[config.mk]
export PLATFORM = sky130hd
export DESIGN_NAME = semafor_pieton_param
export DESIGN_NICKNAME = d
export VERILOG_FILES = /design/src/rtl/semafor_pieton_param.sv
export SDC_FILE = /design/constraint.sdc
export NUM_CORES = 1
export LEC_CHECK = 0
export CORE_MARGIN = 2
export CORE_UTILIZATION = 55
export DETAILED_ROUTE_END_ITERATION = 12
export PLACE_DENSITY = 0.81
export SYNTH_ARGS = -nofsm -noshare
export SYNTH_HDL_FRONTEND = slang
export SYNTH_SLANG_ARGS = --single-unit
[constraint.sdc]
create_clock -name clk -period 3.5 [get_ports clk]
set_input_delay 0.525 -clock clk [delete_from_list [all_inputs] [get_ports clk]]
set_output_delay 0.525 -clock clk [all_outputs]
set_load 0.005 [all_outputs]
[src/rtl/semafor_pieton_param.sv]
// Parametrised car + pedestrian traffic light driven from one system clock.
// A divider produces a one-cycle tick used as the phase timebase. The block
// also provides a synchronised request button, pedestrian blink warning,
// blinking-yellow night mode and a remaining-time readout.
module semafor_pieton_param #(
    parameter int unsigned TICK_DIV    = 12000000,
    parameter int unsigned GREEN_MIN   = 5,
    parameter int unsigned YELLOW_T    = 2,
    parameter int unsigned RED_T       = 3,
    parameter int unsigned PED_BLINK_T = 1,
    parameter int unsigned CNT_W       = 8
) (
    input  logic             clk,
    input  logic             rst,
    input  logic             buton,
    input  logic             mod_noapte,
    output logic             rosu,
    output logic             galben,
    output logic             verde,
    output logic             ped_rosu,
    output logic             ped_verde,
    output logic             buton_push,
    output logic             tick,
    output logic [CNT_W-1:0] count_semafor,
    output logic [7:0]       led
);

    localparam int unsigned DIV_W = $clog2(TICK_DIV);

    localparam logic [DIV_W-1:0] DIV_MAX  = DIV_W'(TICK_DIV - 1);
    localparam logic [DIV_W-1:0] DIV_HALF = DIV_W'(TICK_DIV / 2);

    localparam logic [CNT_W-1:0] GREEN_C  = CNT_W'(GREEN_MIN);
    localparam logic [CNT_W-1:0] YELLOW_C = CNT_W'(YELLOW_T);
    localparam logic [CNT_W-1:0] RED_C    = CNT_W'(RED_T);
    localparam logic [CNT_W-1:0] PBLINK_C = CNT_W'(PED_BLINK_T);
    localparam logic [CNT_W-1:0] ONE_C    = CNT_W'(1);

    typedef enum logic [1:0] {
        ST_GREEN  = 2'd0,
        ST_YELLOW = 2'd1,
        ST_RED    = 2'd2,
        ST_NIGHT  = 2'd3
    } state_t;

    state_t           state_q, state_d;
    logic [DIV_W-1:0] div_cnt_q, div_cnt_d;
    logic             tick_q, tick_d;
    logic [CNT_W-1:0] sec_cnt_q, sec_cnt_d;
    logic             buton_push_q, buton_push_d;

    logic             btn_s1_q, btn_s1_d;
    logic             btn_s2_q, btn_s2_d;
    logic             btn_prev_q, btn_prev_d;
    logic             night_s1_q, night_s1_d;
    logic             night_s2_q, night_s2_d;

    logic             rosu_q, rosu_d;
    logic             galben_q, galben_d;
    logic             verde_q, verde_d;
    logic             ped_rosu_q, ped_rosu_d;
    logic             ped_verde_q, ped_verde_d;

    logic             blink_d;
    logic             press;
    logic             night_s;
    logic [CNT_W-1:0] sec_inc;

    // Tick divider: tick is registered but aligned with div_cnt == TICK_DIV-1.
    always_comb begin
        div_cnt_d = (div_cnt_q == DIV_MAX) ? '0 : div_cnt_q + DIV_W'(1);
        tick_d    = (div_cnt_d == DIV_MAX);
        blink_d   = (div_cnt_d < DIV_HALF);
    end

    // Two-flop synchronisers plus one history flop for button edge detection.
    always_comb begin
        btn_s1_d   = buton;
        btn_s2_d   = btn_s1_q;
        btn_prev_d = btn_s2_q;
        night_s1_d = mod_noapte;
        night_s2_d = night_s1_q;
        press      = btn_prev_q & ~btn_s2_q;
        night_s    = night_s2_q;
    end

    // Phase FSM, second counter and request latch next-state logic.
    always_comb begin
        state_d      = state_q;
        sec_cnt_d    = sec_cnt_q;
        buton_push_d = buton_push_q;
        sec_inc      = sec_cnt_q + ONE_C;

        case (state_q)
            ST_GREEN: begin
                if (tick_q) begin
                    if (night_s) begin
                        state_d = ST_NIGHT;
                    end else if ((sec_inc >= GREEN_C) && buton_push_q) begin
                        state_d = ST_YELLOW;
                    end else begin
                        sec_cnt_d = (sec_inc >= GREEN_C) ? GREEN_C : sec_inc;
                    end
                end
            end
            ST_YELLOW: begin
                if (tick_q) begin
                    if (sec_inc == YELLOW_C) state_d = ST_RED;
                    else                     sec_cnt_d = sec_inc;
                end
            end
            ST_RED: begin
                if (tick_q) begin
                    if (sec_inc == RED_C) state_d = night_s ? ST_NIGHT : ST_GREEN;
                    else                  sec_cnt_d = sec_inc;
                end
            end
            ST_NIGHT: begin
                if (tick_q) begin
                    if (!night_s) state_d = ST_YELLOW;
                    else          sec_cnt_d = sec_inc;
                end
            end
            default: begin
                state_d = ST_GREEN;
            end
        endcase

        if (state_d != state_q) begin
            sec_cnt_d = '0;
        end

        // Entering RED/NIGHT clears the request, overriding a same-cycle press.
        if ((state_d != state_q) && ((state_d == ST_RED) || (state_d == ST_NIGHT))) begin
            buton_push_d = 1'b0;
        end else if (press && ((state_q == ST_GREEN) || (state_q == ST_YELLOW))) begin
            buton_push_d = 1'b1;
        end
    end

    // Lamp values derived from the next state so they line up with state_q.
    always_comb begin
        rosu_d      = 1'b0;
        galben_d    = 1'b0;
        verde_d     = 1'b0;
        ped_rosu_d  = 1'b0;
        ped_verde_d = 1'b0;
        case (state_d)
            ST_GREEN: begin
                verde_d    = 1'b1;
                ped_rosu_d = 1'b1;
            end
            ST_YELLOW: begin
                galben_d   = 1'b1;
                ped_rosu_d = 1'b1;
            end
            ST_RED: begin
                rosu_d      = 1'b1;
                ped_verde_d = ((RED_C - sec_cnt_d) <= PBLINK_C) ? blink_d : 1'b1;
            end
            ST_NIGHT: begin
                galben_d = blink_d;
            end
            default: begin
                verde_d    = 1'b1;
                ped_rosu_d = 1'b1;
            end
        endcase
    end

    // All registered state, with synchronous reset taking priority.
    always_ff @(posedge clk) begin
        if (rst) begin
            state_q      <= ST_GREEN;
            div_cnt_q    <= '0;
            tick_q       <= 1'b0;
            sec_cnt_q    <= '0;
            buton_push_q <= 1'b0;
            btn_s1_q     <= 1'b1;
            btn_s2_q     <= 1'b1;
            btn_prev_q   <= 1'b1;
            night_s1_q   <= 1'b0;
            night_s2_q   <= 1'b0;
            rosu_q       <= 1'b0;
            galben_q     <= 1'b0;
            verde_q      <= 1'b1;
            ped_rosu_q   <= 1'b1;
            ped_verde_q  <= 1'b0;
        end else begin
            state_q      <= state_d;
            div_cnt_q    <= div_cnt_d;
            tick_q       <= tick_d;
            sec_cnt_q    <= sec_cnt_d;
            buton_push_q <= buton_push_d;
            btn_s1_q     <= btn_s1_d;
            btn_s2_q     <= btn_s2_d;
            btn_prev_q   <= btn_prev_d;
            night_s1_q   <= night_s1_d;
            night_s2_q   <= night_s2_d;
            rosu_q       <= rosu_d;
            galben_q     <= galben_d;
            verde_q      <= verde_d;
            ped_rosu_q   <= ped_rosu_d;
            ped_verde_q  <= ped_verde_d;
        end
    end

    // Remaining-time readout from registered state.
    always_comb begin
        case (state_q)
            ST_GREEN:  count_semafor = GREEN_C - sec_cnt_q;
            ST_YELLOW: count_semafor = YELLOW_C - sec_cnt_q;
            ST_RED:    count_semafor = RED_C - sec_cnt_q;
            default:   count_semafor = '0;
        endcase
    end

    assign rosu       = rosu_q;
    assign galben     = galben_q;
    assign verde      = verde_q;
    assign ped_rosu   = ped_rosu_q;
    assign ped_verde  = ped_verde_q;
    assign buton_push = buton_push_q;
    assign tick       = tick_q;
    assign led        = ~{rosu_q, galben_q, verde_q, 2'b00, ped_verde_q, ped_rosu_q,
                          (state_q == ST_NIGHT)};

endmodule
==> out/summary.txt <==
TNS Setup: 0 ns
Main synth FF type: dfxtp_1
Initial DRC count: 522
Max Cap Violations: 0
Worst VDD drop: 0.279 mV
Rows: 29
Setup crit start kind: register
Die width: 84.6 µm
Biggest regs: div_cnt_q x24, sec_cnt_q x8, state_q x2
Layout cells sized above 1: 10.2%
Final Skew: 0.00922 ns
CP cell instances: ha_1 -> xnor2_1 -> nand2_1 -> nor4_4 -> mux2i_1 -> o21a_1 -> a311o_1 -> a2111oi_2 -> a41oi_1
Total gr overflow: 0
Vias: 3586
Final GP Congestion: 0.992
Initial antenna violation count: 0
Core ar.: 6310 µm²
Hold Slack: 0.432 ns
ANT nets after route: 0
Residual DRC: 0
Reg2reg start: sec_cnt_q[0]
CTS Root Cell: clkbuf_8
First-pass DRT Iterations: 6
Leakage power: 1.43 nW
Power Total: 1.48 mW
Synthesis warning total: 0
# diodes: 0
Port Buf Inserts: 24
Post-CTS setup buffers: 0
Setup crit start: sec_cnt_q[0]
Hpwl dp: 6.93 mm
Global-route wire length before repair: 16.0 mm
Number of synthesized register bits: 46
Fmax: 0.304 GHz
Mapped Area: 3570 µm²
Most frequent cells after synthesis: 60 x nor2_1, 46 x dfxtp_1, 42 x nand2_1
Routed WL per cell: 17.1 µm
Hold Violations, Final: 0
Fin area: 3910 µm²
RSZ-0062 raised after global routing: false
Clock Pin Slew Worst Setup and Hold Paths: 0.09 ns
Reg2reg setup slack: 0.21 ns
Slowest cell on the critical path: dfxtp_1
Dpl cell area: 3820 µm²
Status: completed
Die Height: 84.6 µm
Layout fillers: 557
CTS Sinks: 46
Share of async-settable or async-resettable flops after synthesis: 0%
Critical Path RT: 3.67 ns
Final WL: 9.54 mm
CP max stage delay: 0.63 ns
Worst hold-check path type: register to register
R2R cell count: 9
Synth cell types: 79
Biggest area consumer among synthesized cells: dfxtp_1
Worst Hold Path EP: btn_prev_d
Worst skew pair latency: 0.31 ns
Setup violations, final: 0
Die area: 7160 µm²
PD cells: 379 nW/µm²
WS Path Type: register to register
Vias in the first global route: 3261
Overall Global Routing Usage: 27.2%
Crit. End Element: register
Top-Level Pins: 27
Largest net degree at the start of global routing: 32
CTS Buffer Depth: 2
P&R area growth vs syn: 9.45%
Worst-Margin Slew: 0.789 ns
Sequential fraction of the synthesis area: 25.8%
TritonCTS buffer count: 5
Max reg flops: 24
Hold_sp: btn_s1_q
Fin crit period: 3.29 ns
Rel. slew slack: 46.7%
Htree depth: 2
Syn Area/Cell: 7.69 µm²
Starting Density: 56.6%
Most numerous cell in the Yosys netlist: nor2_1
Period utilization: 93.9%
Hold path depth: 1
Syn Inst Count: 465
Nets: 498
Area contributors post-synth: dfxtp_1 26%, nor2_1 6.3%, ha_1 4.6%, nand2_1 4.4%, o21ai_0 3.8%
Final Max Tran Viols: 0
CP Max Fanout: 13
Crit Reg-Reg Endpoint: ped_verde
WP data arrival: 3.46 ns
CTS tree: built
Vias/cell: 6.42
Largest Register: div_cnt_q
Synth top area share: 25.8%
Post-synth EDFFs: 0
power breakdown:
part	switching [mW]	total, mW	internal (mW)
Clock	0.191	0.332	0.141
Sequential	0.0467	0.597	0.550
Combinational	0.295	0.552	0.258
layer usage:
layer  wire length [µm]  track usage (%)  part of all wire, %
met2               4030             41.0                   42
met1               4130             37.9                   43
met4                258             9.52                  2.7
met3               1120             6.69                   12
met5                  0                0                    0
through the flow:
step	setup WS, ns	cells	util, %
6_report	0.215	559	62.0
5_1_grt	0.0255	559	62.0
4_1_cts	0.0489	559	62.0
3_5_place_dp	0.351	551	60.6
3_3_place_gp	0.444	551	60.6
2_1_floorplan	0.742	466	-
cells in the final DEF (no fill, tap or decap), types with 6 or more instances in the layout:
cell type        instances
a31oi_1                 10
nand4_1                  8
nor4_1                   6
o21ai_0                 27
dfxtp_1                 45
nand2_1                 42
xnor2_1                 13
clkdlybuf4s50_1         24
nand3_1                 19
nor2b_1                  9
buf_4                   16
nor3_1                  16
inv_1                   16
nor2_1                  60
a21oi_1                 24
o31ai_1                  6
xor2_1                  15
ha_1                    13
repair_timing:
item                                    CTS  global route
resized for setup                         0             1
hold buffers                              0             0
endpoints found under the hold margin     0             0
endpoints found under the setup margin    0             1
worst max path at each step:
stage	endpoint	cells after the start
after global routing	ped_verde	9
final	ped_verde	9
after detailed placement	ped_verde	9
after floorplan	ped_verde	10
after global placement	count_semafor[7]	8
after CTS	count_semafor[7]	8
final cells by class:
cell class	count	area, µm²	area share [%]
multi-input combinational	369	2370	60.7
sequential	46	922	23.6
timing repair buffer	40	360	9.21
tap	77	96.3	2.46
inverter	19	71.3	1.82
clock buffer	5	68.8	1.76
clock inverter	3	18.8	0.480
worst max-delay path, delay by kind of cell, from the launching register on:
kind,cells,cell delay (ns)
AOI/OAI and AO/OA,4,1.04
xor gates and xnor gates,1,0.20
adders and majority gates,1,0.40
DFF,1,0.63
muxes,1,0.16
and+or+nand+nor,2,0.73
cells by family after synthesis:
kind of cell / count (synthesis) / share of synthesized area [%]
other: 1 / 0.105
muxes: 7 / 2.35
buffers and inverters: 51 / 7.91
DFF: 46 / 25.8
and+or+nand+nor: 200 / 29.1
adders and majority gates: 13 / 4.55
xor gates and xnor gates: 28 / 6.86
AOI/OAI and AO/OA: 119 / 23.4
Note: power is estimated with default switching activity, not from simulation.
